$ cat src/rtl/conv_result_packer.sv
// Packs 8-bit conv results little-endian into 32-bit AXI-Stream words with TLAST/TKEEP tail handling.
// A small word FIFO decouples the byte datapath from M_AXIS backpressure.
package conv_result_packer_pkg;
    localparam int unsigned WORD_W = 32;
    localparam int unsigned KEEP_W = WORD_W / 8;

    typedef struct packed {
        logic [WORD_W-1:0] data;
        logic [KEEP_W-1:0] keep;
        logic              last;
    } axis_word_t;
endpackage

module conv_result_packer
    import conv_result_packer_pkg::*;
#(
    parameter int unsigned C_S00_AXIS_TDATA_WIDTH = 32,
    parameter int unsigned CNT_W                  = 20,
    parameter int unsigned FIFO_DEPTH             = 2
) (
    input  logic                              clk,
    input  logic                              rst,
    input  logic                              start,
    input  logic [CNT_W-1:0]                  total_bytes,
    input  logic                              in_valid,
    input  logic [7:0]                        in_data,
    output logic                              in_ready,
    input  logic                              M_AXIS_TREADY,
    output logic                              M_AXIS_TVALID,
    output logic [C_S00_AXIS_TDATA_WIDTH-1:0] M_AXIS_TDATA,
    output logic [3:0]                        M_AXIS_TKEEP,
    output logic                              M_AXIS_TLAST,
    output logic                              M_AXIS_TUSER,
    output logic                              busy,
    output logic                              done
);

    localparam int unsigned PTR_W = (FIFO_DEPTH > 1) ? $clog2(FIFO_DEPTH) : 1;
    localparam int unsigned OCC_W = PTR_W + 1;

    typedef enum logic [1:0] {IDLE, PACK, DRAIN, DONE} state_t;

    state_t            state_q, state_d;
    logic [CNT_W-1:0]  total_q, total_d;
    logic [CNT_W-1:0]  cnt_q, cnt_d;
    logic [1:0]        lane_q, lane_d;
    logic [WORD_W-1:0] pack_q, pack_d;
    axis_word_t        mem_q [FIFO_DEPTH];
    axis_word_t        mem_d [FIFO_DEPTH];
    logic [PTR_W-1:0]  wr_ptr_q, wr_ptr_d;
    logic [PTR_W-1:0]  rd_ptr_q, rd_ptr_d;
    logic [OCC_W-1:0]  occ_q, occ_d;

    logic              fifo_full_c;
    logic              pop_c;
    logic              accept_c;
    logic              last_byte_c;
    logic              push_c;
    logic [WORD_W-1:0] word_c;
    logic [KEEP_W-1:0] keep_c;
    axis_word_t        head_c;

    // Handshake and packing datapath; a full FIFO still accepts when the head pops this cycle
    always_comb begin
        fifo_full_c = (occ_q == OCC_W'(FIFO_DEPTH));
        pop_c       = (occ_q != OCC_W'(0)) && M_AXIS_TREADY;
        in_ready    = (state_q == PACK) && (!fifo_full_c || M_AXIS_TREADY);
        accept_c    = in_valid && in_ready;
        last_byte_c = (cnt_q == (total_q - CNT_W'(1)));
        push_c      = accept_c && ((lane_q == 2'd3) || last_byte_c);
        word_c      = pack_q | (WORD_W'(in_data) << {lane_q, 3'b000});
        head_c      = mem_q[rd_ptr_q];
        unique case (lane_q)
            2'd0:    keep_c = 4'b0001;
            2'd1:    keep_c = 4'b0011;
            2'd2:    keep_c = 4'b0111;
            default: keep_c = 4'b1111;
        endcase
    end

    // Next-state for FSM, counters, pack register and FIFO
    always_comb begin
        state_d  = state_q;
        total_d  = total_q;
        cnt_d    = cnt_q;
        lane_d   = lane_q;
        pack_d   = pack_q;
        mem_d    = mem_q;
        wr_ptr_d = wr_ptr_q;
        rd_ptr_d = rd_ptr_q;
        occ_d    = occ_q + OCC_W'(push_c) - OCC_W'(pop_c);

        unique case (state_q)
            IDLE: begin
                if (start) begin
                    total_d = total_bytes;
                    cnt_d   = '0;
                    lane_d  = 2'd0;
                    pack_d  = '0;
                    state_d = (total_bytes == CNT_W'(0)) ? DONE : PACK;
                end
            end
            PACK: begin
                if (accept_c) begin
                    cnt_d  = cnt_q + CNT_W'(1);
                    lane_d = last_byte_c ? 2'd0 : lane_q + 2'd1;
                    pack_d = push_c ? '0 : word_c;
                    if (last_byte_c) begin
                        state_d = DRAIN;
                    end
                end
            end
            DRAIN: begin
                if (pop_c && head_c.last) begin
                    state_d = DONE;
                end
            end
            default: state_d = IDLE;
        endcase

        if (push_c) begin
            mem_d[wr_ptr_q] = '{data: word_c, keep: keep_c, last: last_byte_c};
            wr_ptr_d        = wr_ptr_q + PTR_W'(1);
        end
        if (pop_c) begin
            rd_ptr_d = rd_ptr_q + PTR_W'(1);
        end
    end

    always_ff @(posedge clk) begin
        if (rst) begin
            state_q  <= IDLE;
            total_q  <= '0;
            cnt_q    <= '0;
            lane_q   <= 2'd0;
            pack_q   <= '0;
            wr_ptr_q <= '0;
            rd_ptr_q <= '0;
            occ_q    <= '0;
            for (int i = 0; i < int'(FIFO_DEPTH); i++) begin
                mem_q[i] <= '0;
            end
        end else begin
            state_q  <= state_d;
            total_q  <= total_d;
            cnt_q    <= cnt_d;
            lane_q   <= lane_d;
            pack_q   <= pack_d;
            wr_ptr_q <= wr_ptr_d;
            rd_ptr_q <= rd_ptr_d;
            occ_q    <= occ_d;
            mem_q    <= mem_d;
        end
    end

    assign M_AXIS_TVALID = (occ_q != OCC_W'(0));
    assign M_AXIS_TDATA  = head_c.data;
    assign M_AXIS_TKEEP  = head_c.keep;
    assign M_AXIS_TLAST  = head_c.last;
    assign M_AXIS_TUSER  = 1'b0;
    assign busy          = (state_q != IDLE);
    assign done          = (state_q == DONE);

endmodule

$ cat config.mk
export PLATFORM = sky130hd
export DESIGN_NAME = conv_result_packer
export DESIGN_NICKNAME = d
export VERILOG_FILES = /design/src/rtl/conv_result_packer.sv
export SDC_FILE = /design/constraint.sdc
export NUM_CORES = 1
export LEC_CHECK = 0
export ABC_AREA = 1
export CORE_UTILIZATION = 43
export CTS_CLUSTER_SIZE = 20
export DETAILED_ROUTE_END_ITERATION = 12
export SLEW_MARGIN = 5
export SYNTH_ARGS = -nofsm -noshare
export SYNTH_HDL_FRONTEND = slang
export SYNTH_SLANG_ARGS = --single-unit
$ cat constraint.sdc
create_clock -name clk -period 5.4 [get_ports clk]
set_input_delay 1.08 -clock clk [delete_from_list [all_inputs] [get_ports clk]]
set_output_delay 1.08 -clock clk [all_outputs]
set_load 0.02 [all_outputs]
==> results of run 1 <==
[per-layer routing]
layer	wire length [um]	part of all wire	track usage
met1	11750	0.55	0.3450
met2	8530	0.40	0.3111
met3	931	0.043	0.03375
met4	218	0.010	0.06169
met5	0	0	0
[worst max-delay path, delay by kind of cell (launching register included)]
family,cells,cell delay (ps)
buffers and inverters,2,1120
flip-flops,1,740
AO/OA/AOI/OAI,1,160
AND/OR/NAND/NOR,1,80
[sequential cells by signal, indices dropped and copies added (netlist names)]
name / flops
mem_q: 74
pack_q: 32
cnt_q: 20
total_q: 20
lane_q: 2
occ_q: 2
state_q: 2
rd_ptr_q: 1
wr_ptr_q: 1
[layout by cell type, fill, tap and decap left out, types with 3 or more instances in the layout]
cell and n:
a31oi_1 9, clkinv_1 4, inv_1 170, nand4_1 32, nand3_1 32, xor2_1 12
inv_6 4, ha_1 12, nand3b_1 4, buf_4 3, nor2_2 5, a21oi_1 73
xnor2_1 9, clkdlybuf4s50_1 73, nand2_1 344, o21ai_0 106, nor2_1 230, o21bai_1 29
bufinv_16 3, nor3_1 8, nor4_1 6, clkbuf_16 17, dfxtp_1 153, nor2_4 4
inv_2 5, or2_2 3
[layout make-up]
| class | count | share of cell area |
|---|---|---|
| clock buffer | 19 | 0.04609 |
| clock inverter | 13 | 0.01833 |
| inverter | 180 | 0.06888 |
| multi-input combinational | 930 | 0.4410 |
| sequential | 154 | 0.3139 |
| tap | 260 | 0.03310 |
| timing repair buffer | 77 | 0.07869 |
[metrics by stage]
stage	hold slack [ps]	instance area [um2]	setup WS (ps)
6_report	442.5	9827	1772
3_3_place_gp	429.9	9194	1384
2_1_floorplan	420.9	8412	2577
4_1_cts	448.0	9827	1758
5_1_grt	468.9	9827	1503
3_5_place_dp	438.0	9194	1333
[power groups by stage]
stage / Clock, uW / Combinational [uW] / Sequential (uW)
5_1_grt: 1360 / 1300 / 1370
4_1_cts: 1310 / 1140 / 1360
3_3_place_gp: 0 / 1120 / 1380
3_5_place_dp: 0 / 1130 / 1380
2_1_floorplan: 0 / 888 / 1340
6_report: 1300 / 1140 / 1360
[path summary, 6_finish.rpt]
path                    from              end  slack, ps  cells past startpoint
setup / recovery    rd_ptr_q  M_AXIS_TKEEP[2]       1770                      4
hold / removal      mem_q[0]         mem_q[0]        440                      2
setup reg to reg  total_q[0]         occ_q[1]       1840                     19
hold reg to reg     mem_q[0]         mem_q[0]        440                      2
[kinds of logic (layout without fill, tap and decap cells)]
family / Yosys count / count (layout)
simple gates: 678 / 678
buf+inv: 251 / 289
compound gates: 218 / 218
flops: 154 / 154
xor+xnor: 21 / 21
fa+ha+maj: 12 / 12
other cells: 1 / 1
==> results by group, run 1 <==
Synthesis
  • Post-Syn Instances: 1335
  • Post-synthesis mux area share: 0
  • Number of flops mapped to enable cells by yosys: 0
  • Synth top area cells: dfxtp_1 37%, nand2_1 15%, nor2_1 10%
  • Mapped Area: 8412 um2
  • Mean Syn Cell Area: 6.301 um2
  • Post-synthesis compound-gate area fraction: 0.1400
  • Post-synth top cells: 344 x nand2_1, 230 x nor2_1, 172 x inv_1
  • Post-synth top area share: 0.3665
  • FF+latch count, synth: 154
  • Synth unique cells: 36
  • Count leader, synth: nand2_1
  • Area leader, netlist: dfxtp_1
  • Synth Area in Simple Gates: 0.3351
  • Yosys warnings: 0
  • Register area share after synthesis: 0.3665
  • Largest family of logic cells by synthesized area: simple AND/OR/NAND/NOR gates
  • Ys flop type: dfxtp_1
  • Synth Area in XOR/XNOR: 0.02187
  • Synth Area in Adders: 0.01785
  • Syn Nets: 1380
  • Ys async rst share: 0

Layout
  • Non-Filler Instances: 1633
  • Reg area: 3084 um2
  • P&R area growth vs syn: 16.82%
  • Final Core Density: 0.5184
  • Diode count: 0
  • Area of the multi-input gates: 4334 um2
  • Share of cells above drive strength 1: 0.04443
  • Nets@finish: 1405
  • Fillers: 1990

Clock network
  • CTS tree: done
  • CTS Root Cell: clkbuf_16
  • Post-CTS Repair Setup Buffers: 0
  • CTS resizes: 0
  • Hold Buf Count CTS: 0
  • Total clock sinks: 154
  • Htree depth: 4
  • CTS max path bufs: 2
  • Worst-path clk slew: 70 ps
  • Worst-Skew Late Latency: 430 ps
  • CTS Buf Count: 17

Global routing
  • GRT Overall Usage: 0.2220
  • Total gr overflow: 0
  • Initial antenna violation count: 0
  • Largest net degree at the start of global routing: 129
  • First-pass GRT wire length: 35480 um
  • Number of global-route vias before repair: 6908

Floorplan
  • Initial Util: 0.4438
  • Die W: 141.9 um
  • Die Span Y: 141.9 um
  • Die Footprint: 20130 um2
  • Rows: 50
  • Floorplan Core Area: 18960 um2
  • I/O pins: 75

STA
  • Max Clock Skew: 9.022 ps
  • Final setup vio count: 0
  • Slew @ Worst Pin: 950.3 ps
  • Fmax: 275.6 MHz
  • Final critical-path required period: 3628 ps
  • Slew HR: 0.3649
  • Fin. Hold Viols: 0
  • Final slew viol count: 0
  • RSZ-0062 raised after global routing: no
  • Setup TNS: 0 ps
  • Final period util: 0.6718

Setup path
  • Crit path kind: reg -> out
  • CP max FO: 40
  • Data required, critical path: 4320 ps
  • Slowest CP cell: dfxtp_2
  • Crit path launch type: flop
  • CP Cell Sequence: buf_4 -> nand2_1 -> o21ai_0 -> clkdlybuf4s50_1
  • Crit path largest cell delay: 740 ps
  • Data arrival, critical path: 2550 ps
  • Critical Path End Type: output pin

Placed design
  • DP HPWL: 14450 um
  • Placer congestion estimate: 0.8353
  • Cell total after placement: 1601
  • # port buffers: 73

Pwr
  • Power Dens Cells: 385.9 nW/um2
  • Combinational group share of total power: 0.300
  • Worst vdd ir: 0.2659 mV
  • Seq pwr share: 0.358
  • Switching power: 1401 uW
  • Int Pwr: 2391 uW
  • Tot Pwr: 3793 uW
  • Sw Ratio: 0.3694
  • LEAKAGE: 0.004432 uW
  • Clock share of power: 0.342

Drt
  • DRC: 0
  • 1st-iter DRT viols: 523
  • Routed len/inst: 13.13 um
  • Via Count: 7900
  • Drt pass-1 iters: 5
  • DRT antenna net count: 0
  • DR vias/cell: 4.838
  • WL final: 21430 um

Min path
  • Hold Crit Class: reg -> reg

Outcome
  • Outcome: finished, final reports clean

Run
  • Max Cap Viol: 0
Note: power is estimated with default switching activity, not from simulation.
==> run 2, diff against run 1 <==
==> constraint.sdc (replaced) <==
create_clock -name clk -period 3.35 [get_ports clk]
set_input_delay 0.67 -clock clk [delete_from_list [all_inputs] [get_ports clk]]
set_output_delay 0.67 -clock clk [all_outputs]
set_load 0.02 [all_outputs]
==> run 2 against run 1 <==
  * Die area unchanged
  * Utilization increased by 0.55 points
  * Clock power increased by 46%
  * First-iteration DRC count increased by 15%
  * Power increased by 57%
  * Setup slack got worse by 1500 ps
  * Critical path type unchanged
==> results by group, run 2 (synthesized netlist as in run 1, its figures left out) <==
Placed design
  • Placed Area: 9354 um2 (+1.7%)
  • # port buffers: 73 (unchanged)
  • Cell total after placement: 1619 (+1.1%)
  • Placer congestion estimate: 0.8437 (+1.0%)
  • DP HPWL: 15250 um (+5.5%)

Clock network
  • CTS resizes: 0 (unchanged)
  • CTS max path bufs: 2 (unchanged)
  • Htree depth: 4 (unchanged)
  • Total clock sinks: 154 (unchanged)
  • CTS Buf Count: 17 (unchanged)
  • CTS tree: done
  • Worst-Skew Late Latency: 430 ps (about the same)
  • Hold Buf Count CTS: 0 (unchanged)
  • Post-CTS Repair Setup Buffers: 0 (unchanged)
  • Worst-path clk slew: 60 ps (about the same)
  • CTS Root Cell: clkbuf_16

Floorplan
  • Die Span Y: 141.9 um (unchanged)
  • Initial Util: 0.4438 (unchanged)
  • Floorplan Core Area: 18960 um2 (unchanged)
  • I/O pins: 75 (unchanged)
  • Rows: 50 (unchanged)
  • Die W: 141.9 um (unchanged)
  • Die Footprint: 20130 um2 (unchanged)

Layout
  • Most frequent cells in the layout: 344 x nand2_1, 230 x nor2_1, 170 x inv_1, 153 x dfxtp_1, 106 x o21ai_0
  • Most common cell after layout, fill and taps aside: nand2_1
  • Non-Filler Instances: 1651 (+1.1%)
  • Largest regs: mem_q x74, pack_q x32
  • Share of cells above drive strength 1: 0.05607 (+0.01165)
  • Final instance area: 9931 um2 (+1.1%)
  • Final Core Density: 0.5239 (+0.005478)
  • Nets@finish: 1423 (+1.3%)
  • Diode count: 0 (unchanged)
  • Max reg flops: 74 (unchanged)
  • Reg with most FFs: mem_q
  • P&R area growth vs syn: 18.06%

Global routing
  • Initial antenna violation count: 0 (unchanged)
  • Number of global-route vias before repair: 6972 (+0.93%)
  • Largest net degree at the start of global routing: 74 (-43%)
  • Total gr overflow: 0 (unchanged)
  • First-pass GRT wire length: 36090 um (+1.7%)
  • GRT Overall Usage: 0.2287 (+0.006672)

Setup path
  • Data required, critical path: 2680 ps (-1640 ps)
  • CP top delay family: buffers and inverters
  • Crit path kind: reg -> out
  • Slowest CP cell: dfxtp_2
  • Worst Path Buf+Inv: 2 (unchanged)
  • Crit path largest cell delay: 780 ps (+40 ps)
  • Critical Path End Type: output pin
  • Reg2Reg Capture Point: occ_q[1]
  • Data arrival, critical path: 2410 ps (-140 ps)
  • R2r worst-path depth: 19 (unchanged)
  • CP Cell Sequence: buf_4 -> nand2_1 -> o21ai_0 -> clkdlybuf4s50_1
  • Worst R2R Start: total_q[0]
  • Crit path launch type: flop
  • CP max FO: 40 (unchanged)
  • Reg-to-reg setup timing slack: 310 ps (-1530 ps)

Drt
  • 1st-iter DRT viols: 599 (+15%)
  • Drt pass-1 iters: 5 (unchanged)
  • Via Count: 7981 (+1.0%)
  • DRT antenna net count: 0 (unchanged)
  • DRC: 0 (unchanged)
  • DR vias/cell: 4.834 (about the same)
  • Routed len/inst: 13.23 um (+0.82%)
  • WL final: 21850 um (+1.9%)

STA
  • Slew HR: 0.5165 (+0.1516)
  • Fmax: 324.9 MHz
  • Final period util: 0.9188
  • Fin. Hold Viols: 0 (unchanged)
  • RSZ-0062 raised after global routing: no
  • Final setup vio count: 0 (unchanged)
  • Final slew viol count: 0 (unchanged)
  • Setup TNS: 0 ps (unchanged)
  • Slew @ Worst Pin: 723.5 ps (-226.9 ps)
  • Final critical-path required period: 3078 ps
  • Max Clock Skew: 12.00 ps (+2.983 ps)

Min path
  • Hold Crit Class: reg -> reg
  • Worst Hold Depth: 2 (unchanged)
  • HP Start: mem_q[0]
  • Worst hold endpoint: mem_q[0]

Outcome
  • Outcome: finished, final reports clean

Pwr
  • LEAKAGE: 0.004504 uW (+1.6%)
  • Power Dens Cells: 600.2 nW/um2 (+56%)
  • Worst vdd ir: 0.4688 mV (+76%)
  • Tot Pwr: 5960 uW (+57%)

Run
  • Max Cap Viol: 0 (unchanged)
[run 2: worst max path at each step]
stage	start	depth (start not counted)	endpoint	slack [ps]
floorplan	total_q[0]	19	occ_q[1]	530
global placement	total_q[0]	17	occ_q[1]	410
detailed placement	M_AXIS_TREADY	14	cnt_q[13]	320
CTS	rd_ptr_q	4	M_AXIS_TDATA[23]	240
global route	total_q[1]	19	occ_q[1]	30
finish	rd_ptr_q	4	M_AXIS_TDATA[23]	270
[run 2: metrics by stage]
step | hold WS (ps) | setup WS (ps)
after global placement | 430.1 | 407.1
after global routing | 474.1 | 31.98
after detailed placement | 440.6 | 323.6
after floorplan | 420.9 | 527.1
after CTS | 448.2 | 242.0
final | 445.1 | 272.0
[run 2: final cells by class]
class	instances	area [um2]
Sequential cell	154	3084
Clock buffer	19	442.9
Fill cell	1928	9025
Timing Repair Buffer	95	933.4
Tap cell	260	325.3
Inverter	180	676.9
Clock inverter	13	133.9
Multi-Input combinational cell	930	4334
[run 2: power breakdown]
| part | internal, uW | total (uW) | leakage (uW) | switching (uW) |
|---|---|---|---|---|
| combinational | 622 | 1880 | 0.00297 | 1260 |
| clock | 1060 | 1900 | 0.000278 | 841 |
| sequential | 2030 | 2180 | 0.00125 | 150 |
[run 2: layer usage]
metal  wire (um)  global-route usage
met4         227             0.05942
met5           0                   0
met1       12070              0.3573
met2        8572              0.3202
met3         977             0.03442
[run 2: tightest hold or removal path, cell delays in order (launching register included)]
cell and delay [ps]:
dfxtp_1 310, inv_1 40, a21oi_1 50
==> run 3, diff against run 2 <==
--- a/config.mk
+++ b/config.mk
@@ -6,9 +6,13 @@
 export NUM_CORES = 1
 export LEC_CHECK = 0
 export ABC_AREA = 1
-export CORE_UTILIZATION = 43
+export CELL_PAD_IN_SITES_DETAIL_PLACEMENT = 1
+export CELL_PAD_IN_SITES_GLOBAL_PLACEMENT = 2
+export CORE_UTILIZATION = 32
 export CTS_CLUSTER_SIZE = 20
 export DETAILED_ROUTE_END_ITERATION = 12
+export PLACE_DENSITY_LB_ADDON = 0.1
+export SKIP_CTS_REPAIR_TIMING = 1
 export SLEW_MARGIN = 5
 export SYNTH_ARGS = -nofsm -noshare
 export SYNTH_HDL_FRONTEND = slang
==> run 3 against run 2 <==
  * Clock power about the same
  * Die area up 34%
  * Critical path depth up 15
  * Routed wire length up 15%
  * Clock-buffer cell count down 2
  * Sequential share of layout area down 0.18 points
  * Power up 1.6%
  * Utilization down 13 points
  * Combinational power up 4%
  * Sequential power about the same
  * Final area up 0.57%
==> results by group, run 3 (synthesized netlist as in run 1, its figures left out) <==
Setup path
  • Reg-to-reg setup timing slack: 360 ps (+50 ps)
  • Crit path kind: reg -> reg
  • CP top delay family: simple AND/OR/NAND/NOR gates
  • Data required, critical path: 3660 ps (+980 ps)
  • Worst Path Buf+Inv: 2 (unchanged)
  • Crit path largest cell delay: 330 ps (-450 ps)
  • Worst Setup EP: occ_q[1]
  • Critical Path End Type: flop
  • CP startpoint: total_q[0]
  • Crit path launch type: flop
  • Reg2Reg Capture Point: occ_q[1]
  • Data arrival, critical path: 3300 ps (+890 ps)
  • Worst R2R Start: total_q[0]
  • CP Cell Sequence: inv_2 -> ha_1 -> nand2_1 -> nor2_1 -> nand3_1 -> nor2_1 -> nand2_1 -> nand2_1 -> nand2_1 -> nor2_1 -> nand3_2 -> nand2_4 -> nand2_4 -> ha_1 -> inv_1 -> ha_1 -> xor2_1 -> o21ai_0 -> a21oi_1
  • CP most frequent cell: nand2_1
  • Critical path depth: 19 (+15)
  • R2r worst-path depth: 19 (unchanged)
  • Slowest CP cell: dfxtp_1
  • CP max FO: 6 (-85%)

Clock network
  • Worst-Skew Late Latency: 430 ps (about the same)
  • CTS max path bufs: 2 (unchanged)
  • CTS Root Cell: clkbuf_16
  • CTS Buf Count: 17 (unchanged)
  • Total clock sinks: 154 (unchanged)
  • Htree depth: 4 (unchanged)
  • CTS tree: done
  • Worst-path clk slew: 70 ps (about the same)

Layout
  • Most common cell after layout, fill and taps aside: nand2_1
  • Max reg flops: 74 (unchanged)
  • Nets@finish: 1424 (+0.070%)
  • Diode count: 0 (unchanged)
  • Reg with most FFs: mem_q
  • Largest regs: mem_q x74, pack_q x32
  • P&R area growth vs syn: 18.73%
  • Share of cells above drive strength 1: 0.05679 (+0.0007189)
  • Final instance area: 9987 um2 (+0.57%)
  • Most frequent cells in the layout: 344 x nand2_1, 230 x nor2_1, 170 x inv_1, 153 x dfxtp_1, 106 x o21ai_0

Global routing
  • Largest net degree at the start of global routing: 79 (+6.8%)
  • GRT Overall Usage: 0.1970 (-0.03171)
  • Total gr overflow: 0 (unchanged)
  • Initial antenna violation count: 0 (unchanged)
  • First-pass GRT wire length: 41890 um (+16%)
  • Number of global-route vias before repair: 8111 (+16%)

Drt
  • WL final: 25080 um (+15%)
  • Drt pass-1 iters: 4 (-1)
  • DR vias/cell: 4.732 (-2.1%)
  • 1st-iter DRT viols: 457 (-24%)
  • DRT antenna net count: 0 (unchanged)
  • Via Count: 8143 (+2.0%)
  • DRC: 0 (unchanged)
  • Routed len/inst: 14.57 um (+10%)

Pwr
  • Tot Pwr: 6054 uW (+1.6%)
  • Sw Ratio: 0.3900 (+0.01259)
  • LEAKAGE: 0.004491 uW (-0.30%)
  • Seq pwr share: 0.360 (-0.005)
  • Clock share of power: 0.318 (about the same)
  • Worst vdd ir: 0.2549 mV (-46%)
  • Power Dens Cells: 606.2 nW/um2 (+1.0%)
  • Switching power: 2361 uW (+5.0%)
  • Int Pwr: 3693 uW (-0.48%)
  • Combinational group share of total power: 0.322 (+0.007)

Floorplan
  • Floorplan Core Area: 25470 um2 (+34%)
  • Rows: 58 (+16%)
  • Initial Util: 0.3302 (-0.1135)
  • I/O pins: 75 (unchanged)
  • Die Footprint: 26940 um2 (+34%)
  • Die W: 164.1 um (+16%)
  • Die Span Y: 164.1 um (+16%)

Placed design
  • # port buffers: 73 (unchanged)
  • Placer congestion estimate: 0.7682 (-8.9%)
  • DP HPWL: 17920 um (+18%)
  • Placed Area: 9424 um2 (+0.75%)

STA
  • Final period util: 0.8923 (-0.02648)
  • Final slew viol count: 0 (unchanged)
  • Max Clock Skew: 14.38 ps (+2.375 ps)
  • Fmax: 334.5 MHz (+3.0%)
  • RSZ-0062 raised after global routing: no
  • Slew @ Worst Pin: 852.8 ps (+129.3 ps)
  • Slew HR: 0.4301 (-0.08644)
  • Final setup vio count: 0 (unchanged)
  • Final critical-path required period: 2989 ps (-88.72 ps)
  • Setup TNS: 0 ps (unchanged)
  • Fin. Hold Viols: 0 (unchanged)

Min path
  • Hold Crit Class: reg -> reg

Run
  • Max Cap Viol: 0 (unchanged)

Outcome
  • Outcome: finished, final reports clean
run 3: changes by cell type in the layout (fill, tap and decap cells not counted), moves of 2 or more:
| cell | delta |
|---|---|
| clkinv_4 | -4 |
| buf_4 | +3 |
| buf_12 | -2 |
| inv_6 | +3 |
run 3: power groups by stage:
| stage | logic, uW | registers, uW | clock network [uW] |
|---|---|---|---|
| 6_report | 1950 | 2180 | 1930 |
| 5_1_grt | 2250 | 2200 | 2070 |
| 4_1_cts | 1970 | 2180 | 1980 |
| 3_5_place_dp | 1960 | 2220 | 0 |
| 3_3_place_gp | 1920 | 2210 | 0 |
| 2_1_floorplan | 1430 | 2170 | 0 |
run 3: per-layer routing:
metal	wire length (um)	track usage	vias up
met5	0	0	-
met4	182	0.04293	0
met3	745	0.02702	10
met2	10380	0.2956	98
met1	13780	0.2947	3791
li1	-	-	4244
run 3: worst min-delay path by stage:
stage	slack [ps]	startpoint	cells past startpoint	endpoint
global placement	430	mem_q[0]	2	mem_q[0]
global route	470	mem_q[0]	2	mem_q[0]
detailed placement	440	mem_q[0]	2	mem_q[0]
finish	450	mem_q[0]	2	mem_q[0]
CTS	450	mem_q[0]	2	mem_q[0]
floorplan	420	mem_q[0]	2	mem_q[0]
run 3: worst register-to-register path, stage by stage (launching register included):
cell and delay, ps:
dfxtp_1 330, inv_2 100, ha_1 280, nand2_1 110, nor2_1 260, nand3_1 180
nor2_1 120, nand2_1 50, nand2_1 60, nand2_1 70, nor2_1 140, nand3_2 160
nand2_4 120, nand2_4 50, ha_1 280, inv_1 40, ha_1 180, xor2_1 150
o21ai_0 150, a21oi_1 60
run 3: final cells by class:
cell class                      count  area (um2)
Fill cell                        3313       15480
Multi-Input combinational cell    930        4334
Sequential cell                   154        3084
Timing Repair Buffer               96       915.9
Inverter                          180       676.9
Clock buffer                       17       425.4
Tap cell                          330       412.9
Clock inverter                     14       137.6
run 3: stage by stage:
step	hold slack [ps]	cells	utilization	setup slack, ps
2_1_floorplan	420.9	1335	-	527.1
3_3_place_gp	434.7	1690	0.3700	339.1
3_5_place_dp	443.5	1690	0.3700	215.0
4_1_cts	452.7	1721	0.3921	307.0
5_1_grt	467.1	1721	0.3921	64.79
6_report	449.4	1721	0.3921	360.7
